==> src/rtl/ir_nec_pkg.sv <==
// Shared NEC infrared definitions: FSM states, default microsecond timings
// and frame geometry used by both the transmitter and the receiver.
package ir_nec_pkg;

  typedef enum logic [2:0] {
    IDLE,
    LEAD_MARK,
    LEAD_SPACE,
    REP_SPACE,
    BIT_MARK,
    BIT_SPACE,
    STOP_MARK,
    GAP
  } ir_state_e;

  localparam int NEC_US_DIV         = 50;
  localparam int NEC_LEAD_MARK_US   = 9000;
  localparam int NEC_LEAD_SPACE_US  = 4500;
  localparam int NEC_REP_SPACE_US   = 2250;
  localparam int NEC_BIT_MARK_US    = 560;
  localparam int NEC_ZERO_SPACE_US  = 560;
  localparam int NEC_ONE_SPACE_US   = 1690;
  localparam int NEC_GAP_US         = 40000;
  localparam int NEC_CARRIER_HALF   = 658;

  localparam int NEC_BITS = 32;
  localparam int US_CNT_W = 17;

  // On-air word, shifted out LSB first: addr, ~addr, cmd, ~cmd.
  function automatic logic [NEC_BITS-1:0] nec_frame(input logic [7:0] addr,
                                                    input logic [7:0] cmd);
    return {~cmd, cmd, ~addr, addr};
  endfunction

endpackage

==> src/rtl/infrared_send_if.sv <==
// Request/status bundle between user-command logic and the NEC transmitter.
interface infrared_send_if;
  logic       send;
  logic       repeat_req;
  logic [7:0] addr;
  logic [7:0] cmd;
  logic       busy;
  logic       done;
  logic       infrared_out;
  logic       ir_led;

  modport master (
    output send, repeat_req, addr, cmd,
    input  busy, done, infrared_out, ir_led
  );

  modport slave (
    input  send, repeat_req, addr, cmd,
    output busy, done, infrared_out, ir_led
  );
endinterface

==> src/rtl/ir_carrier_gen.sv <==
// Carrier for the IR LED: restarts in its high phase whenever a mark begins,
// and is forced low between marks.
module ir_carrier_gen #(
  parameter int CARRIER_HALF = 658
) (
  input  logic sys_clk,
  input  logic sys_rst,
  input  logic en,
  output logic carrier
);
  localparam int CW = (CARRIER_HALF > 1) ? $clog2(CARRIER_HALF) : 1;

  logic [CW-1:0] cnt;
  logic          phase;

  // Phase parks high while idle so the first mark cycle already drives the LED.
  always_ff @(posedge sys_clk or posedge sys_rst) begin
    if (sys_rst) begin
      cnt   <= '0;
      phase <= 1'b1;
    end else if (!en) begin
      cnt   <= '0;
      phase <= 1'b1;
    end else if (cnt == CW'(CARRIER_HALF - 1)) begin
      cnt   <= '0;
      phase <= ~phase;
    end else begin
      cnt <= cnt + 1'b1;
    end
  end

  assign carrier = en & phase;
endmodule

==> src/rtl/infrared_send.sv <==
// NEC infrared transmitter: serialises a data or repeat frame onto an
// idle-high baseband line plus a carrier-modulated LED drive.
module infrared_send
  import ir_nec_pkg::*;
#(
  parameter int US_DIV        = NEC_US_DIV,
  parameter int LEAD_MARK_US  = NEC_LEAD_MARK_US,
  parameter int LEAD_SPACE_US = NEC_LEAD_SPACE_US,
  parameter int REP_SPACE_US  = NEC_REP_SPACE_US,
  parameter int BIT_MARK_US   = NEC_BIT_MARK_US,
  parameter int ZERO_SPACE_US = NEC_ZERO_SPACE_US,
  parameter int ONE_SPACE_US  = NEC_ONE_SPACE_US,
  parameter int GAP_US        = NEC_GAP_US,
  parameter int CARRIER_HALF  = NEC_CARRIER_HALF
) (
  input  logic           sys_clk,
  input  logic           sys_rst,
  infrared_send_if.slave ir
);
  localparam int            PW       = (US_DIV > 1) ? $clog2(US_DIV) : 1;
  localparam logic [PW-1:0] PRE_LAST = PW'(US_DIV - 1);

  ir_state_e             state, next_state;
  logic [PW-1:0]         pre;
  logic [US_CNT_W-1:0]   us_cnt;
  logic [US_CNT_W-1:0]   dur_us;
  logic [NEC_BITS-1:0]   sr;
  logic [4:0]            bit_cnt;
  logic                  rep;
  logic                  mark;
  logic                  last;
  logic                  carrier;

  // Length of the current state; a bit space is sized by the bit on air.
  always_comb begin
    dur_us = US_CNT_W'(1);
    mark   = 1'b0;
    case (state)
      LEAD_MARK:  begin dur_us = US_CNT_W'(LEAD_MARK_US); mark = 1'b1; end
      LEAD_SPACE: dur_us = US_CNT_W'(LEAD_SPACE_US);
      REP_SPACE:  dur_us = US_CNT_W'(REP_SPACE_US);
      BIT_MARK:   begin dur_us = US_CNT_W'(BIT_MARK_US); mark = 1'b1; end
      BIT_SPACE:  dur_us = sr[0] ? US_CNT_W'(ONE_SPACE_US) : US_CNT_W'(ZERO_SPACE_US);
      STOP_MARK:  begin dur_us = US_CNT_W'(BIT_MARK_US); mark = 1'b1; end
      GAP:        dur_us = US_CNT_W'(GAP_US);
      default:    dur_us = US_CNT_W'(1);
    endcase
  end

  assign last = (pre == PRE_LAST) && (us_cnt == dur_us - 1'b1);

  always_comb begin
    next_state = state;
    case (state)
      IDLE:       if (ir.send) next_state = LEAD_MARK;
      LEAD_MARK:  if (last) next_state = rep ? REP_SPACE : LEAD_SPACE;
      LEAD_SPACE: if (last) next_state = BIT_MARK;
      REP_SPACE:  if (last) next_state = STOP_MARK;
      BIT_MARK:   if (last) next_state = BIT_SPACE;
      BIT_SPACE:  if (last) next_state = (bit_cnt == 5'(NEC_BITS - 1)) ? STOP_MARK : BIT_MARK;
      STOP_MARK:  if (last) next_state = GAP;
      GAP:        if (last) next_state = IDLE;
      default:    next_state = IDLE;
    endcase
  end

  always_ff @(posedge sys_clk or posedge sys_rst) begin
    if (sys_rst) state <= IDLE;
    else         state <= next_state;
  end

  // Timing counters restart on every state entry; payload loads on acceptance.
  always_ff @(posedge sys_clk or posedge sys_rst) begin
    if (sys_rst) begin
      pre     <= '0;
      us_cnt  <= '0;
      sr      <= '0;
      bit_cnt <= '0;
      rep     <= 1'b0;
    end else begin
      if (state == IDLE || next_state != state) begin
        pre    <= '0;
        us_cnt <= '0;
      end else if (pre == PRE_LAST) begin
        pre    <= '0;
        us_cnt <= us_cnt + 1'b1;
      end else begin
        pre <= pre + 1'b1;
      end

      if (state == IDLE && ir.send) begin
        sr      <= nec_frame(ir.addr, ir.cmd);
        rep     <= ir.repeat_req;
        bit_cnt <= '0;
      end else if (state == BIT_SPACE && last) begin
        sr      <= sr >> 1;
        bit_cnt <= bit_cnt + 1'b1;
      end
    end
  end

  ir_carrier_gen #(.CARRIER_HALF(CARRIER_HALF)) u_carrier (
    .sys_clk (sys_clk),
    .sys_rst (sys_rst),
    .en      (mark),
    .carrier (carrier)
  );

  assign ir.infrared_out = ~mark;
  assign ir.ir_led       = mark & carrier;
  assign ir.busy         = (state != IDLE);
  assign ir.done         = (state == GAP) && last;
endmodule

==> src/flat_wrapper.sv <==
// flat-port wrapper written by rule: the top's interface ports become plain ports
module infrared_send_flat import ir_nec_pkg::*;
#(
  parameter int US_DIV        = NEC_US_DIV,
  parameter int LEAD_MARK_US  = NEC_LEAD_MARK_US,
  parameter int LEAD_SPACE_US = NEC_LEAD_SPACE_US,
  parameter int REP_SPACE_US  = NEC_REP_SPACE_US,
  parameter int BIT_MARK_US   = NEC_BIT_MARK_US,
  parameter int ZERO_SPACE_US = NEC_ZERO_SPACE_US,
  parameter int ONE_SPACE_US  = NEC_ONE_SPACE_US,
  parameter int GAP_US        = NEC_GAP_US,
  parameter int CARRIER_HALF  = NEC_CARRIER_HALF
)
  (sys_clk, sys_rst, ir_send, ir_repeat_req, ir_addr, ir_cmd, ir_busy, ir_done, ir_infrared_out, ir_ir_led);
  infrared_send_if ir_i ();
  input  logic sys_clk;
  input  logic sys_rst;
  input wire logic [$bits(ir_i.send)-1:0] ir_send;
  input wire logic [$bits(ir_i.repeat_req)-1:0] ir_repeat_req;
  input wire logic [$bits(ir_i.addr)-1:0] ir_addr;
  input wire logic [$bits(ir_i.cmd)-1:0] ir_cmd;
  output wire logic [$bits(ir_i.busy)-1:0] ir_busy;
  output wire logic [$bits(ir_i.done)-1:0] ir_done;
  output wire logic [$bits(ir_i.infrared_out)-1:0] ir_infrared_out;
  output wire logic [$bits(ir_i.ir_led)-1:0] ir_ir_led;
  assign ir_i.send = ir_send;
  assign ir_i.repeat_req = ir_repeat_req;
  assign ir_i.addr = ir_addr;
  assign ir_i.cmd = ir_cmd;
  assign ir_busy = ir_i.busy;
  assign ir_done = ir_i.done;
  assign ir_infrared_out = ir_i.infrared_out;
  assign ir_ir_led = ir_i.ir_led;
  infrared_send #(.US_DIV(US_DIV), .LEAD_MARK_US(LEAD_MARK_US), .LEAD_SPACE_US(LEAD_SPACE_US), .REP_SPACE_US(REP_SPACE_US), .BIT_MARK_US(BIT_MARK_US), .ZERO_SPACE_US(ZERO_SPACE_US), .ONE_SPACE_US(ONE_SPACE_US), .GAP_US(GAP_US), .CARRIER_HALF(CARRIER_HALF)) u_core (.sys_clk(sys_clk), .sys_rst(sys_rst), .ir(ir_i));
endmodule
==> config.mk <==
export PLATFORM = sky130hd
export DESIGN_NAME = infrared_send_flat
export DESIGN_NICKNAME = d
export VERILOG_FILES = /design/src/rtl/ir_nec_pkg.sv /design/src/rtl/infrared_send_if.sv /design/src/rtl/ir_carrier_gen.sv /design/src/rtl/infrared_send.sv /design/src/flat_wrapper.sv
export SDC_FILE = /design/constraint.sdc
export NUM_CORES = 1
export LEC_CHECK = 0
export ABC_AREA = 1
export BUFFER_PORTS_ARGS = -buffer_cell sky130_fd_sc_hd__buf_4
export CORE_ASPECT_RATIO = 1.2
export CORE_MARGIN = 4
export CORE_UTILIZATION = 32
export DETAILED_ROUTE_END_ITERATION = 16
export GPL_TIMING_DRIVEN = 0
export PLACE_DENSITY = 0.57
export RECOVER_POWER = 100
export SKIP_CTS_REPAIR_TIMING = 1
export SLEW_MARGIN = 10
export SYNTH_ARGS = -nofsm -noshare
export SYNTH_HDL_FRONTEND = slang
export SYNTH_HIERARCHICAL = 1
export SYNTH_SLANG_ARGS = --single-unit
==> constraint.sdc <==
create_clock -name sys_clk -period 2.2 [get_ports sys_clk]
set_clock_uncertainty 0.05 [all_clocks]
set_input_delay 0.22 -clock sys_clk [delete_from_list [all_inputs] [get_ports sys_clk]]
set_output_delay 0.22 -clock sys_clk [all_outputs]
set_load 0.005 [all_outputs]
==> key figures <==
Global routing
  – Global routing usage summed across all routing layers: 13.6%
  – First-pass GRT wire length: 17,300 um
  – Antenna violations before repair: 0
  – Global-route congestion overflow total: 0
  – Pin count of the biggest net entering global routing: 56
  – Number of global-route vias before repair: 3,790

Placed design
  – Count of placed standard cells including taps: 765
  – Half-perimeter wire length of the detailed placement result: 7270 um
  – Worst slack at placement: -397 ps
  – Global placement routability congestion: 0.862
  – Count of input and output buffers: 23

Detailed routing
  – Count of nets left with antenna violations after detail routing: 0
  – Total wire length after detailed routing: 11,100 um
  – Met2 layer wire length in the routed design: 5460 um
  – Pre-antenna DRT Iters: 5
  – Number of vias after detailed routing: 3,989
  – Via density per instance: 4.91
  – Routed metal-1 wirelength: 4880 um
  – Uppermost signal routing layer after detailed routing: met4
  – DRC Markers: 0
  – Met3 layer wire length in the routed design: 510 um
  – Wire length per cell: 13.6 um
  – DRC violation total after the first TritonRoute iteration: 177

Yosys
  – Proportion of netlist area held by the largest area contributor: 42.4%
  – Count of flip-flops with a built-in enable after synthesis: 0
  – Most used standard cell by instance count after synthesis: sky130_fd_sc_hd__nand2_1
  – Post-synthesis sequential area ratio: 43.0%
  – Most used standard cells in the synthesized netlist: sky130_fd_sc_hd__nand2_1 (105), sky130_fd_sc_hd__dfrtp_1 (74), sky130_fd_sc_hd__nor2_1 (74)
  – Yosys synthesis warning count: 6
  – Number of nets produced by synthesis: 600
  – Post-synth design cell area: 4370 um^2
  – Total of flip-flops plus latches after synthesis: 75
  – Number of library cell types mapped by synthesis: 34
  – Synthesized area divided by synthesized cell count: 7.63 um^2
  – Library cell with the largest summed area after synthesis: sky130_fd_sc_hd__dfrtp_1
  – Leading cell types by total area after synthesis: sky130_fd_sc_hd__dfrtp_1 (42%), sky130_fd_sc_hd__nand2_1 (9.0%), sky130_fd_sc_hd__nor2_1 (6.4%), sky130_fd_sc_hd__inv_1 (6.0%), sky130_fd_sc_hd__nand3_1 (4.7%)
  – Top FF cell, synth: sky130_fd_sc_hd__dfrtp_1
  – Synth Instances: 573
  – Post-synth ARST share: 100%

Floorplan
  – Initial core utilization: 32.9%
  – I/O pin cnt: 24
  – Area of the die: 15,600 um^2
  – Area of the placeable core: 13,300 um^2
  – Die Wd: 115 um
  – Vertical die dimension: 136 um
  – Cell Rows: 46

Timing
  – Share of the clock period used by the worst path after layout: 117%
  – Hold violation total from the final report: 0
  – Post-route setup slack: -372 ps
  – Hold Slack: 30.4 ps
  – Achievable frequency: 389 MHz
  – Number of pins exceeding their max-slew limit in the final report: 0
  – Max-slew headroom at the worst pin: 46.2%
  – Setup repair after global routing missed its margin: yes
  – Transition time at the pin with the least slew margin: 807 ps
  – Shortest clock period the worst path allows after layout: 2570 ps
  – Final-report setup violation count: 60

Cells and area
  – Final cell count without fillers: 812
  – Fin nets: 666
  – Final design utilization: 43.5%
  – Layout Area Growth over Synthesis: 32.2%
  – Antenna fix cells: 0
  – Register area: 1880 um^2
  – Area of combinational cells with multiple inputs: 2340 um^2
  – Share of cells above drive strength 1: 29.3%
  – Fill cells: 1,294

Critical path
  – Worst R2R Path Depth: 18
  – Reg2reg setup slack: -370 ps
  – Setup crit end kind: flip-flop
  – Arr. time, crit path: 2790 ps
  – Critical Path Source Type: flip-flop
  – Critical path class: reg2reg
  – Maximum fanout encountered on the critical timing path: 6
  – Required time of the critical path: 2420 ps
  – Crit-path max cell delay: 440 ps
  – Slowest cell on the critical path: sky130_fd_sc_hd__dfrtp_2
  – Most frequent cell on the critical path: sky130_fd_sc_hd__nand2_2
  – Cell Chain, Critical Path: clkinv_4 -> nor2_4 -> nand2_4 -> buf_6 -> nand2_2 -> nand2_2 -> nand2_2 -> nand2_1 -> nor2_1 -> nand2_1 -> nor2_4 -> nand3_2 -> nand3_2 -> nand2_2 -> a21oi_4 -> nand2_8 -> clkbuf_16 -> nor2_4

Power and ir drop
  – Sum of internal, switching and leakage power: 3.07 mW
  – Leakage power: 2.69 nW
  – Power density over the cells: 531 nW/um^2
  – Worst VDD drop: 0.404 mV

Status
  – Failing checks: negative setup slack
  – Status: finished, violations left

Run
  – Reported max-cap violation count: 0

CTS
  – Clk pin slew, worst setup/hold paths: 60 ps
  – H-Tree Level Count: 3
  – Buffers from clock root to sink, at most: 2
  – TritonCTS clock tree: yes
  – Clock insertion delay at the later pin of the skew report: 340 ps
  – CTS root buffer: sky130_fd_sc_hd__clkbuf_16
  – CTS sink count: 75
  – TritonCTS buffer count: 9

Hold path
  – Depth of the worst hold-timing path: 3
  – Path category of the worst min-delay check: in2reg
state kept, by name, indices dropped and copies added (netlist names):
register / cells
u_core/bit_cnt: 5
u_core/pre: 6
u_core/rep: 1
u_core/sr: 32
u_core/state: 3
u_core/u_carrier/cnt: 10
u_core/u_carrier/phase: 1
u_core/us_cnt: 17
worst max-delay path: cells and delay by family (launching register included):
family	cells	cell delay, ps
and+or+nand+nor	14	1350
DFF	1	440
buffers and inverters	3	440
AOI/OAI and AO/OA	1	210
worst paths after layout:
check                                  startpoint                     end
max                               u_core/state[0]       u_core/us_cnt[11]
min                                 ir_repeat_req              u_core/rep
max reg2reg                       u_core/state[0]       u_core/us_cnt[11]
min reg2reg                u_core/u_carrier/phase  u_core/u_carrier/phase
max in group asynchronous                 sys_rst         u_core/state[1]
min in group asynchronous                 sys_rst            u_core/sr[2]
report_power, final:
part / switching, mW / internal (mW)
Sequential: 0 / 1.38
Combinational: 0.0341 / 0.0228
Clock: 0.618 / 1.01
per-stage QoR:
step	instance area [um^2]	setup TNS (ps)
floorplan	4370	0
global placement	4750	-55800
detailed placement	4780	-18880
CTS	5110	-19920
global route	5780	-20000
finish	5780	-14250
routing by layer:
metal / GRT usage, % / vias to the layer above
li1: - / 1954
met1: 17.2 / 1897
met2: 22.3 / 112
met3: 3.16 / 26
met4: 5.15 / 0
met5: 0 / -
final cells by class:
class                           instances  share of cell area (%)
Timing Repair Buffer                   54                    8.23
Clock inverter                          7                    1.84
Sequential cell                        75                    32.6
Inverter                               78                    5.35
Clock buffer                            9                    3.90
Tap cell                              168                    3.64
Multi-Input combinational cell        402                    40.5
Buffer                                 19                    3.94
kinds of logic (layout without fill, tap and decap cells):
group | count (synthesis) | after routing | synth area share, %
compound gates | 83 | 83 | 9.85
simple gates | 292 | 293 | 31.5
fa+ha+maj | 7 | 7 | 2.00
xor+xnor | 19 | 19 | 3.81
flops | 75 | 75 | 43.0
buf+inv | 97 | 167 | 9.82
cell usage in the layout, fill, tap and decap left out, types with 2 or more instances in the layout:
cell type | netlist | routed
sky130_fd_sc_hd__inv_6 | 0 | 3
sky130_fd_sc_hd__nor2_1 | 74 | 65
sky130_fd_sc_hd__nand2_2 | 8 | 18
sky130_fd_sc_hd__o21ai_0 | 23 | 22
sky130_fd_sc_hd__bufinv_16 | 0 | 2
sky130_fd_sc_hd__buf_8 | 0 | 4
sky130_fd_sc_hd__dfrtp_1 | 74 | 72
sky130_fd_sc_hd__inv_2 | 7 | 5
sky130_fd_sc_hd__clkbuf_1 | 6 | 4
sky130_fd_sc_hd__xnor2_1 | 3 | 3
sky130_fd_sc_hd__o21ai_1 | 31 | 27
sky130_fd_sc_hd__a21oi_1 | 23 | 23
sky130_fd_sc_hd__o22ai_1 | 2 | 2
sky130_fd_sc_hd__nand4_1 | 10 | 10
sky130_fd_sc_hd__clkbuf_16 | 0 | 12
sky130_fd_sc_hd__buf_4 | 2 | 43
sky130_fd_sc_hd__buf_6 | 7 | 11
sky130_fd_sc_hd__dfrtp_2 | 0 | 2
sky130_fd_sc_hd__buf_12 | 0 | 4
sky130_fd_sc_hd__nand3_1 | 41 | 31
sky130_fd_sc_hd__inv_1 | 70 | 68
sky130_fd_sc_hd__nand2_4 | 2 | 5
sky130_fd_sc_hd__or2_2 | 5 | 5
sky130_fd_sc_hd__inv_8 | 0 | 2
sky130_fd_sc_hd__nor2_4 | 3 | 18
sky130_fd_sc_hd__xor2_1 | 16 | 15
sky130_fd_sc_hd__nand3_2 | 8 | 16
sky130_fd_sc_hd__nor3_1 | 8 | 8
sky130_fd_sc_hd__nor2_2 | 25 | 19
sky130_fd_sc_hd__o21ai_2 | 1 | 6
sky130_fd_sc_hd__nand3_4 | 0 | 2
sky130_fd_sc_hd__ha_1 | 7 | 7
sky130_fd_sc_hd__nand2_8 | 0 | 2
sky130_fd_sc_hd__nand2_1 | 105 | 91
sky130_fd_sc_hd__clkinv_4 | 0 | 2
Power figures use the tool's default switching activity.
